$ cat config.mk
export PLATFORM = sky130hd
export DESIGN_NAME = bsg_cgol_job_sched
export DESIGN_NICKNAME = d
export VERILOG_FILES = /design/src/rtl/bsg_cgol_pkg.sv /design/src/rtl/bsg_cgol_rr_arb.sv /design/src/rtl/bsg_cgol_job_sched.sv
export SDC_FILE = /design/constraint.sdc
export NUM_CORES = 1
export LEC_CHECK = 0
export CAP_MARGIN = 20
export CORE_MARGIN = 3
export CORE_UTILIZATION = 46
export CTS_CLUSTER_DIAMETER = 100
export CTS_CLUSTER_SIZE = 30
export DETAILED_ROUTE_END_ITERATION = 10
export GPL_TIMING_DRIVEN = 0
export PLACE_DENSITY_LB_ADDON = 0.2
export SLEW_MARGIN = 15
export SYNTH_ARGS = -nofsm -noshare
export SYNTH_HDL_FRONTEND = slang
export SYNTH_SLANG_ARGS = --single-unit
$ cat constraint.sdc
create_clock -name clk_i -period 4 [get_ports clk_i]
set_input_delay 0.8 -clock clk_i [delete_from_list [all_inputs] [get_ports clk_i]]
set_output_delay 0.8 -clock clk_i [all_outputs]
set_load 0.05 [all_outputs]
$ cat src/rtl/bsg_cgol_pkg.sv
// -----------------------------------------------------------------------------
// bsg_cgol_pkg
//   Shared types and elaboration-time helpers for the Game-of-Life job
//   scheduling logic.
//   Contents:
//     bsg_cgol_sched_state_e : scheduler FSM state encoding (2 bits)
//     safe_clog2()           : ceil(log2(n)), never less than 1
//     owner_width()          : bit width of a requester id
// -----------------------------------------------------------------------------
package bsg_cgol_pkg;

  typedef enum logic [1:0] {
    eIDLE  = 2'd0,
    eISSUE = 2'd1,
    eRUN   = 2'd2,
    eRESP  = 2'd3
  } bsg_cgol_sched_state_e;

  // A width of 0 is never returned, so single-entry ranges still get a
  // usable 1-bit field.
  function automatic int safe_clog2(input int n);
    int r;
    r = 0;
    while ((1 << r) < n) r++;
    return (r < 1) ? 1 : r;
  endfunction

  function automatic int owner_width(input int num_req);
    return safe_clog2(num_req);
  endfunction

endpackage

$ cat src/rtl/bsg_cgol_rr_arb.sv
// -----------------------------------------------------------------------------
// bsg_cgol_rr_arb
//   Purely combinational round-robin arbiter. The search starts at the
//   requester just after last_grant and wraps modulo num_req_p, so the most
//   recently served requester has the lowest priority.
//   Ports:
//     req        in  [num_req_p-1:0]   request vector
//     last_grant in  [id_width_lp-1:0] id of the most recent winner
//     grant      out [num_req_p-1:0]   one-hot grant (all-zero if no request)
//     grant_id   out [id_width_lp-1:0] encoded id of the winner
// -----------------------------------------------------------------------------
module bsg_cgol_rr_arb
  import bsg_cgol_pkg::*;
#(
  parameter  int num_req_p   = 4,
  localparam int id_width_lp = owner_width(num_req_p)
) (
  input  logic [num_req_p-1:0]   req,
  input  logic [id_width_lp-1:0] last_grant,
  output logic [num_req_p-1:0]   grant,
  output logic [id_width_lp-1:0] grant_id
);

  logic [id_width_lp-1:0] idx;
  logic                   found;

  // NOTE: every variable assigned in this block gets a default first, so no
  // path through the loop leaves a value held and no latch is inferred.
  always_comb begin
    grant    = '0;
    grant_id = '0;
    found    = 1'b0;
    idx      = '0;
    for (int i = 1; i <= num_req_p; i++) begin
      idx = id_width_lp'((int'(last_grant) + i) % num_req_p);
      if (!found && req[idx]) begin
        found      = 1'b1;
        grant[idx] = 1'b1;
        grant_id   = idx;
      end
    end
  end

endmodule

$ cat src/rtl/bsg_cgol_job_sched.sv
// -----------------------------------------------------------------------------
// bsg_cgol_job_sched
//   Shares one Game-of-Life engine among num_req_p requesters. One job at a
//   time is granted round-robin, forwarded to the engine, timed while it runs,
//   and its completion is routed back to the owning requester together with
//   the measured run-cycle count.
//   Ports:
//     clk_i         in   clock
//     reset_n_i     in   synchronous active-low reset
//     req_v_i       in   [num_req_p]   per-requester job valid
//     req_frames_i  in   [num_req_p*game_len_width_lp] frame counts, slice k
//     req_ready_o   out  [num_req_p]   one-hot grant (eIDLE only)
//     resp_v_o      out  [num_req_p]   one-hot job-done valid
//     resp_yumi_i   in   [num_req_p]   per-requester done acknowledge
//     resp_cycles_o out  [cycle_width_p] saturating engine run-cycle count
//     eng_frames_o  out  [game_len_width_lp] frame count to the engine
//     eng_v_o       out  job valid to the engine
//     eng_ready_i   in   engine ready
//     eng_v_i       in   engine done valid
//     eng_yumi_o    out  engine done acknowledge
//     owner_o       out  [owner id width] current job owner
//     busy_o        out  high whenever a job is in flight
// -----------------------------------------------------------------------------
module bsg_cgol_job_sched
  import bsg_cgol_pkg::*;
#(
  parameter  int num_req_p         = 4,
  parameter  int max_game_length_p = 1024,
  parameter  int cycle_width_p     = 16,
  localparam int game_len_width_lp = safe_clog2(max_game_length_p),
  localparam int id_width_lp       = owner_width(num_req_p)
) (
  input  logic                                   clk_i,
  input  logic                                   reset_n_i,
  input  logic [num_req_p-1:0]                   req_v_i,
  input  logic [num_req_p*game_len_width_lp-1:0] req_frames_i,
  output logic [num_req_p-1:0]                   req_ready_o,
  output logic [num_req_p-1:0]                   resp_v_o,
  input  logic [num_req_p-1:0]                   resp_yumi_i,
  output logic [cycle_width_p-1:0]               resp_cycles_o,
  output logic [game_len_width_lp-1:0]           eng_frames_o,
  output logic                                   eng_v_o,
  input  logic                                   eng_ready_i,
  input  logic                                   eng_v_i,
  output logic                                   eng_yumi_o,
  output logic [id_width_lp-1:0]                 owner_o,
  output logic                                   busy_o
);

  bsg_cgol_sched_state_e state_r, state_n;

  logic [id_width_lp-1:0]       last_grant_r;
  logic [id_width_lp-1:0]       owner_r;
  logic [game_len_width_lp-1:0] frames_r;
  logic [cycle_width_p-1:0]     count_r;

  logic [num_req_p-1:0]         grant;
  logic [id_width_lp-1:0]       grant_id;
  logic                         req_hs;
  logic                         issue_hs;
  logic                         resp_hs;

  bsg_cgol_rr_arb #(
    .num_req_p (num_req_p)
  ) arb (
    .req        (req_v_i),
    .last_grant (last_grant_r),
    .grant      (grant),
    .grant_id   (grant_id)
  );

  assign req_hs   = (state_r == eIDLE) && (|req_v_i);
  assign issue_hs = (state_r == eISSUE) && eng_ready_i;
  assign resp_hs  = (state_r == eRESP) && eng_v_i && resp_yumi_i[owner_r];

  // ---------------------------------------------------------------------------
  // State register
  // ---------------------------------------------------------------------------
  // NOTE: sequential state uses non-blocking assignments so every register
  // samples pre-edge values regardless of process evaluation order.
  always_ff @(posedge clk_i) begin
    if (!reset_n_i) state_r <= eIDLE;
    else            state_r <= state_n;
  end

  // ---------------------------------------------------------------------------
  // Next-state logic
  // ---------------------------------------------------------------------------
  always_comb begin
    state_n = state_r;
    unique case (state_r)
      eIDLE:  if (req_hs)   state_n = eISSUE;
      eISSUE: if (issue_hs) state_n = eRUN;
      eRUN:   if (eng_v_i)  state_n = eRESP;
      eRESP:  if (resp_hs)  state_n = eIDLE;
      default:              state_n = eIDLE;
    endcase
  end

  // ---------------------------------------------------------------------------
  // Outputs. eng_v_o, eng_frames_o, owner_o and busy_o come from registers
  // only; the grant and the done handshake are combinational pass-through.
  // ---------------------------------------------------------------------------
  always_comb begin
    req_ready_o   = '0;
    resp_v_o      = '0;
    eng_yumi_o    = 1'b0;
    eng_v_o       = (state_r == eISSUE);
    eng_frames_o  = frames_r;
    owner_o       = owner_r;
    busy_o        = (state_r != eIDLE);
    resp_cycles_o = count_r;
    if (state_r == eIDLE) req_ready_o = grant;
    if (state_r == eRESP) begin
      resp_v_o[owner_r] = eng_v_i;
      eng_yumi_o        = resp_hs;
    end
  end

  // ---------------------------------------------------------------------------
  // Job datapath: owner, frames, arbitration pointer and run-cycle counter
  // ---------------------------------------------------------------------------
  // NOTE: only these few control registers are reset; there is no storage
  // array here, so a full reset costs nothing and makes outputs defined.
  always_ff @(posedge clk_i) begin
    if (!reset_n_i) begin
      last_grant_r <= id_width_lp'(num_req_p - 1);
      owner_r      <= '0;
      frames_r     <= '0;
      count_r      <= '0;
    end else begin
      if (req_hs) begin
        last_grant_r <= grant_id;
        owner_r      <= grant_id;
        frames_r     <= req_frames_i[grant_id*game_len_width_lp +: game_len_width_lp];
        count_r      <= '0;
      end
      // The done cycle itself is not counted, and the count sticks at all-ones
      // rather than wrapping on very long games.
      if ((state_r == eRUN) && !eng_v_i && (count_r != '1)) begin
        count_r <= count_r + cycle_width_p'(1);
      end
    end
  end

endmodule

[Yosys cells after proc, flatten, opt, wreduce, memory -nomap -nowiden]
Index checks and enable logic that the tools add are counted.
Word-level totals
  logic and storage cells: 98
  bits of input ports: 52
  output and inout bits: 39
  register bits after elaboration: 32
Cells by class
  add/subtract/negate cells: 5
  reductions and logical operators: 23
  muxes and demuxes: 41
  magnitude comparators: 10
  eq/ne operators: 8
  bitwise operators: 4
  $mul: 1
  shift operators: 1
Operators with widths (number)
  variable part select 40 x 7 -> 10 bit: 1
  two-way mux 16 bit: 2
  two-way mux 4 bit: 6
  adder 16 x 1 -> 16 bit, second input constant: 1
  two-way mux 2 bit: 8
  inequality test 16 bit, second input constant: 1
  less-than comparator 2 x 3 -> 1 bit, second input constant: 5
  logical AND 1 bit: 14
  two-way mux 1 bit: 14
  bitwise OR 4 bit: 3
  binary-select mux 1 bit (select 2 bit): 5
  demux 1 bit (select 2 bit): 5
  greater-or-equal comparator 2 x 1 -> 1 bit, second input constant: 5
  one-hot mux 2 bit (4 select lines): 1
  inequality test 2 bit, second input constant: 3
  multiplier 2 x 3 -> 5 bit, second input constant: 1
  adder 2 x 1 -> 2 bit, second input constant: 2
  adder 2 bit, second input constant: 2
  AND 4 bit: 1
  == test 2 bit, second input constant: 2
  zero test 1 bit: 4
  AND reduction 4 bit: 1
  nonzero test 2 bit: 2
  OR reduction 4 bit: 1
  other kinds (3): 3

[Depth between registers and ports, before layout]
  depth after elaboration: 15
  gate-level depth with buffers: 14

[By module]
From an unflattened synthesis, not the netlist that was laid out.
Unflattened totals
  cell total of the unflattened synthesis: 298
  area, all modules: 2566.2 sq um
Modules (own cells, without submodules)
  bsg_cgol_job_sched: sequential area each 640.6 sq um, times used 1, cells an instance 230, area each 2020.7 sq um
  bsg_cgol_rr_arb: sequential area each 0.0 sq um, times used 1, cells an instance 68, area each 545.5 sq um

[Worst setup path before layout]
OpenSTA, ideal clock, no wires.
  path type: register to output
  start point: register last_grant_r[0]
  end point: output req_ready_o[0]
  stages on the path, launching flop included: 10
  buffers on the path: 3
  arrival time: 3.114 ns
  setup slack: 0.086 ns
  cell sequence: dfxtp_1 > buf_6 > inv_1 > clkbuf_1 > ha_1 > clkbuf_1 > mux4_2 > nor4b_4 > a221oi_1 > nor2_1
On the way
  word-level cells in the longest chain between the ends: 14
RTL lines
  start, declared: RTL line bsg_cgol_job_sched.sv:52  | logic [id_width_lp-1:0] last_grant_r;
  start signal, assigned: RTL line bsg_cgol_job_sched.sv:127  | last_grant_r <= id_width_lp'(num_req_p - 1);
  start signal, assigned: RTL line bsg_cgol_job_sched.sv:133  | last_grant_r <= grant_id;
  parallel branches: the longest is 12 deep, another holds less-than comparator 2 x 3 -> 1 bit
  two-way mux 4 bit *: RTL line bsg_cgol_rr_arb.sv:36  | if (!found && req[idx]) begin
  two-way mux 4 bit *: RTL line bsg_cgol_job_sched.sv:113  | if (state_r == eIDLE) req_ready_o = grant;
  end, declared: RTL line bsg_cgol_job_sched.sv:37  | output logic [num_req_p-1:0] req_ready_o,
Every way passes the cells marked *. The select of a mux whose other input is x is not followed.

[Worst setup path after layout]
  start point: input req_v_i[1]
  end point: output req_ready_o[0]
On the way
  word-level cells in the longest chain between the ends: 13
RTL lines
  start, declared: RTL line bsg_cgol_job_sched.sv:35  | input logic [num_req_p-1:0] req_v_i,
  binary-select mux 1 bit (select 2 bit): RTL line bsg_cgol_rr_arb.sv:36
  two-way mux 1 bit (implied by the code): RTL line bsg_cgol_rr_arb.sv:36
  two-way mux 1 bit: RTL line bsg_cgol_rr_arb.sv:36
  zero test 1 bit: RTL line bsg_cgol_rr_arb.sv:36
  logical AND 1 bit: RTL line bsg_cgol_rr_arb.sv:36
  two-way mux 1 bit: RTL line bsg_cgol_rr_arb.sv:36
  zero test 1 bit: RTL line bsg_cgol_rr_arb.sv:36
  logical AND 1 bit: RTL line bsg_cgol_rr_arb.sv:36
  two-way mux 1 bit: RTL line bsg_cgol_rr_arb.sv:36
  zero test 1 bit: RTL line bsg_cgol_rr_arb.sv:36
  logical AND 1 bit: RTL line bsg_cgol_rr_arb.sv:36
  two-way mux 4 bit *: RTL line bsg_cgol_rr_arb.sv:36
  two-way mux 4 bit *: RTL line bsg_cgol_job_sched.sv:113
Mark *: on every way between the ends. The rest lies on a longest branch, timed or not. The select of a mux whose other input is x is not followed.

==> flow_metrics.py <==
metrics = {
    "clocking": {
        "insertion_delay_ps": 280,
        "ctsHoldBuffers": 0,
        "path_clk_slew_ps": 70,
        "cts_buffers": 5,
        "root_buffer": "clkbuf_8",
        "clock_sinks": 32,
        "cts_tree": "yes",
        "h-tree-depth": 2,
        "cts_buffer_depth": 2,
    },
    "sta": {
        "rsz0062_at_grt": "no",
        "fmax_mhz": 255,
        "fin_crit_sh_pct": 97.9,
        "fin_crit_ps": 3910,
        "worst_pin_slew_ps": 535,
        "finalClockSkew_ps": 7.49,
        "hold_viol": 0,
        "slew_headroom_pct": 64.2,
        "setup_ws_ps": 85.4,
        "hold_slack_ps": 503,
        "setup_viol": 0,
        "slew_viol_final": 0,
    },
    "synthesis": {
        "synth.distinct_cells": 48,
        "ys_async_sr_fraction_pct": 0,
        "yosys-top-cells-count": "nor2_1 (37), dfxtp_1 (32), mux2i_1 (32)",
        "synth_edf_count": 0,
        "synth-seq-cells": 32,
        "syn_area_per_cell_um2": 8.54,
        "synth_top_area_cell": "dfxtp_1",
        "synth_top_cells_by_area": "dfxtp_1 (25%), mux2i_1 (12%), ha_1 (6.2%)",
        "syn_inst": 305,
        "synth.most_common_cell": "nor2_1",
        "yosysSeqAreaShare_pct": 24.6,
        "yosysWarnings": 0,
        "synth_top_area_share_pct": 24.6,
        "syn_area_um2": 2600,
        "synth_ff_type": "dfxtp_1",
        "synth_fp_nets": 370,
    },
    "cells_and_area": {
        "instances_no_fill": 471,
        "finish.utilization_pct": 69.7,
        "area_growth_pct": 41.8,
        "layout-drive-gt1-share_pct": 8.23,
        "fin_nets": 466,
        "n_antenna_cell": 0,
    },
    "grt": {
        "antenna_found_initial": 0,
        "grt_max_degree": 18,
        "grt_pass1_vias": 2641,
        "grtUsageTotal_pct": 22.4,
        "grt_overflow": 0,
        "grt_pass1_wl_um": 11800,
    },
    "power_and_ir_drop": {
        "power.share.clock_pct": 8.5,
        "internal_power_mw": 1.41,
        "pwr_density_cell_nw_per_um2": 751,
        "seqPwrFrac_pct": 16.9,
        "netSwitchingFraction_pct": 49.3,
        "p_leak_nw": 1.42,
        "ir_drop_mv": 0.465,
        "power.combinational.fraction_pct": 74.6,
        "switching_power_mw": 1.37,
    },
    "setup_path": {
        "cp_data_arrival_time_ps": 3110,
        "crit_required_ps": 3200,
        "cp-end-kind": "primary output",
        "start_kind": "input port",
        "critical_path.max_fanout": 10,
        "crit_type": "input port to primary output",
        "cpPeakStageDelay_ps": 570,
        "crit_chain": "clkdlybuf4s50_1, clkbuf_1, mux4_2, nor4b_4, a221oi_1, nor2_1, clkdlybuf4s15_2",
        "cp_slowest_cell": "mux4_2",
    },
    "floorplanning": {
        "coreArea_um2": 5300,
        "die_w_um": 81.3,
        "io_pins": 91,
        "dieArea_um2": 6600,
        "rows": 26,
        "start_util_pct": 49.1,
        "die_h_um": 81.3,
    },
    "placement": {
        "numPortBuffers": 90,
        "hpwl_um": 5400,
        "place_ws_ps": -605,
        "dpl.cell_count": 465,
        "gp_congestion": 0.810,
    },
    "detailed_routing": {
        "drc_errors": 0,
        "ant_nets": 0,
        "via_per_inst": 5.69,
        "drt_iter0_markers": 104,
        "firstDrtPassIters": 4,
        "wl_per_cell_um": 14.9,
        "finalWirelength_um": 7030,
        "vias": 2678,
    },
    "worst_hold_path": {
        "worst_hold_path_type": "flop to flop",
    },
    "status": {
        "status": "finished, final reports clean",
    },
    "flow_run": {
        "max_cap_violations": 0,
    },
}
## sequential cells by signal, summed over array words and instances, names as in the netlist
name	flops
state_r	2
owner_o	2
resp_cycles_o	16
last_grant_r	2
eng_frames_o	10
## area by class of cell
class                      count  area [um^2]
buffer                        18          113
clock inverter                 1         5.00
inverter                       9         37.5
sequential                    32          642
multi-input combinational    244         1820
clock buffer                   6         72.6
tap                           70         87.6
fill                         458         1610
timing repair buffer          91          913
## per-layer routing
| metal | global-route usage (%) | part of all wire (%) |
|---|---|---|
| met5 | 0 | 0 |
| met1 | 27.9 | 44 |
| met3 | 4.43 | 6.5 |
| met4 | 7.60 | 1.5 |
| met2 | 38.3 | 48 |
## critical path, delay by kind of cell
| kind | cells | cell delay [ps] |
|---|---|---|
| mux | 1 | 570 |
| compound gates | 1 | 140 |
| buf+inv | 3 | 1060 |
| simple gates | 2 | 530 |
## power groups by stage
stage,clock network (mW),logic (mW),registers (mW)
detailed placement,0,2.05,0.471
global placement,0,2.02,0.469
global route,0.253,2.24,0.479
CTS,0.239,2.06,0.466
finish,0.235,2.07,0.468
floorplan,0,1.40,0.628
## per-stage QoR
stage	instance area, um^2	TNS (ps)	total power, mW
after floorplan	2610	0	2.03
after CTS	3680	0	2.77
after global routing	3690	0	2.97
final	3690	0	2.77
after global placement	3590	-2180	2.49
after detailed placement	3590	-2370	2.52
## path summary, 6_finish.rpt
kind | startpoint | endpoint | slack (ps) | cells past startpoint
min | resp_cycles_o[11]$_SDFFE_PN0P_ | resp_cycles_o[11]$_SDFFE_PN0P_ | 500 | 1
min reg2reg | resp_cycles_o[11]$_SDFFE_PN0P_ | resp_cycles_o[11]$_SDFFE_PN0P_ | 500 | 1
max reg2reg | last_grant_r[1]$_SDFFE_PN1P_ | eng_frames_o[5]$_SDFFE_PN0P_ | 1120 | 10
max | req_v_i[1] | req_ready_o[0] | 90 | 7
## placed cells by master (no fill, tap or decap), types with 11 or more instances in the layout
master / instances
mux2i_1: 32
clkdlybuf4s50_1: 86
nand2_1: 11
clkbuf_1: 12
a21oi_1: 25
ha_1: 12
o221ai_1: 11
o21ai_0: 22
dfxtp_1: 31
nor2_1: 37
## cells by family (layout without fill, tap and decap cells)
| family | Yosys count | count (layout) | share of synthesized area, % |
|---|---|---|---|
| AO/OA/AOI/OAI | 106 | 106 | 28.9 |
| adder cells (fa/ha/maj) | 13 | 13 | 6.24 |
| buffers and inverters | 29 | 125 | 5.91 |
| flip-flops | 32 | 32 | 24.6 |
| multiplexers | 38 | 38 | 17.1 |
| AND/OR/NAND/NOR | 87 | 87 | 17.3 |
## repair_timing
item	4_1_cts	5_1_grt
buffers inserted	0	1
setup endpoints to repair	4	4
resized for setup	14	2
Note: power is estimated with default switching activity, not from simulation.
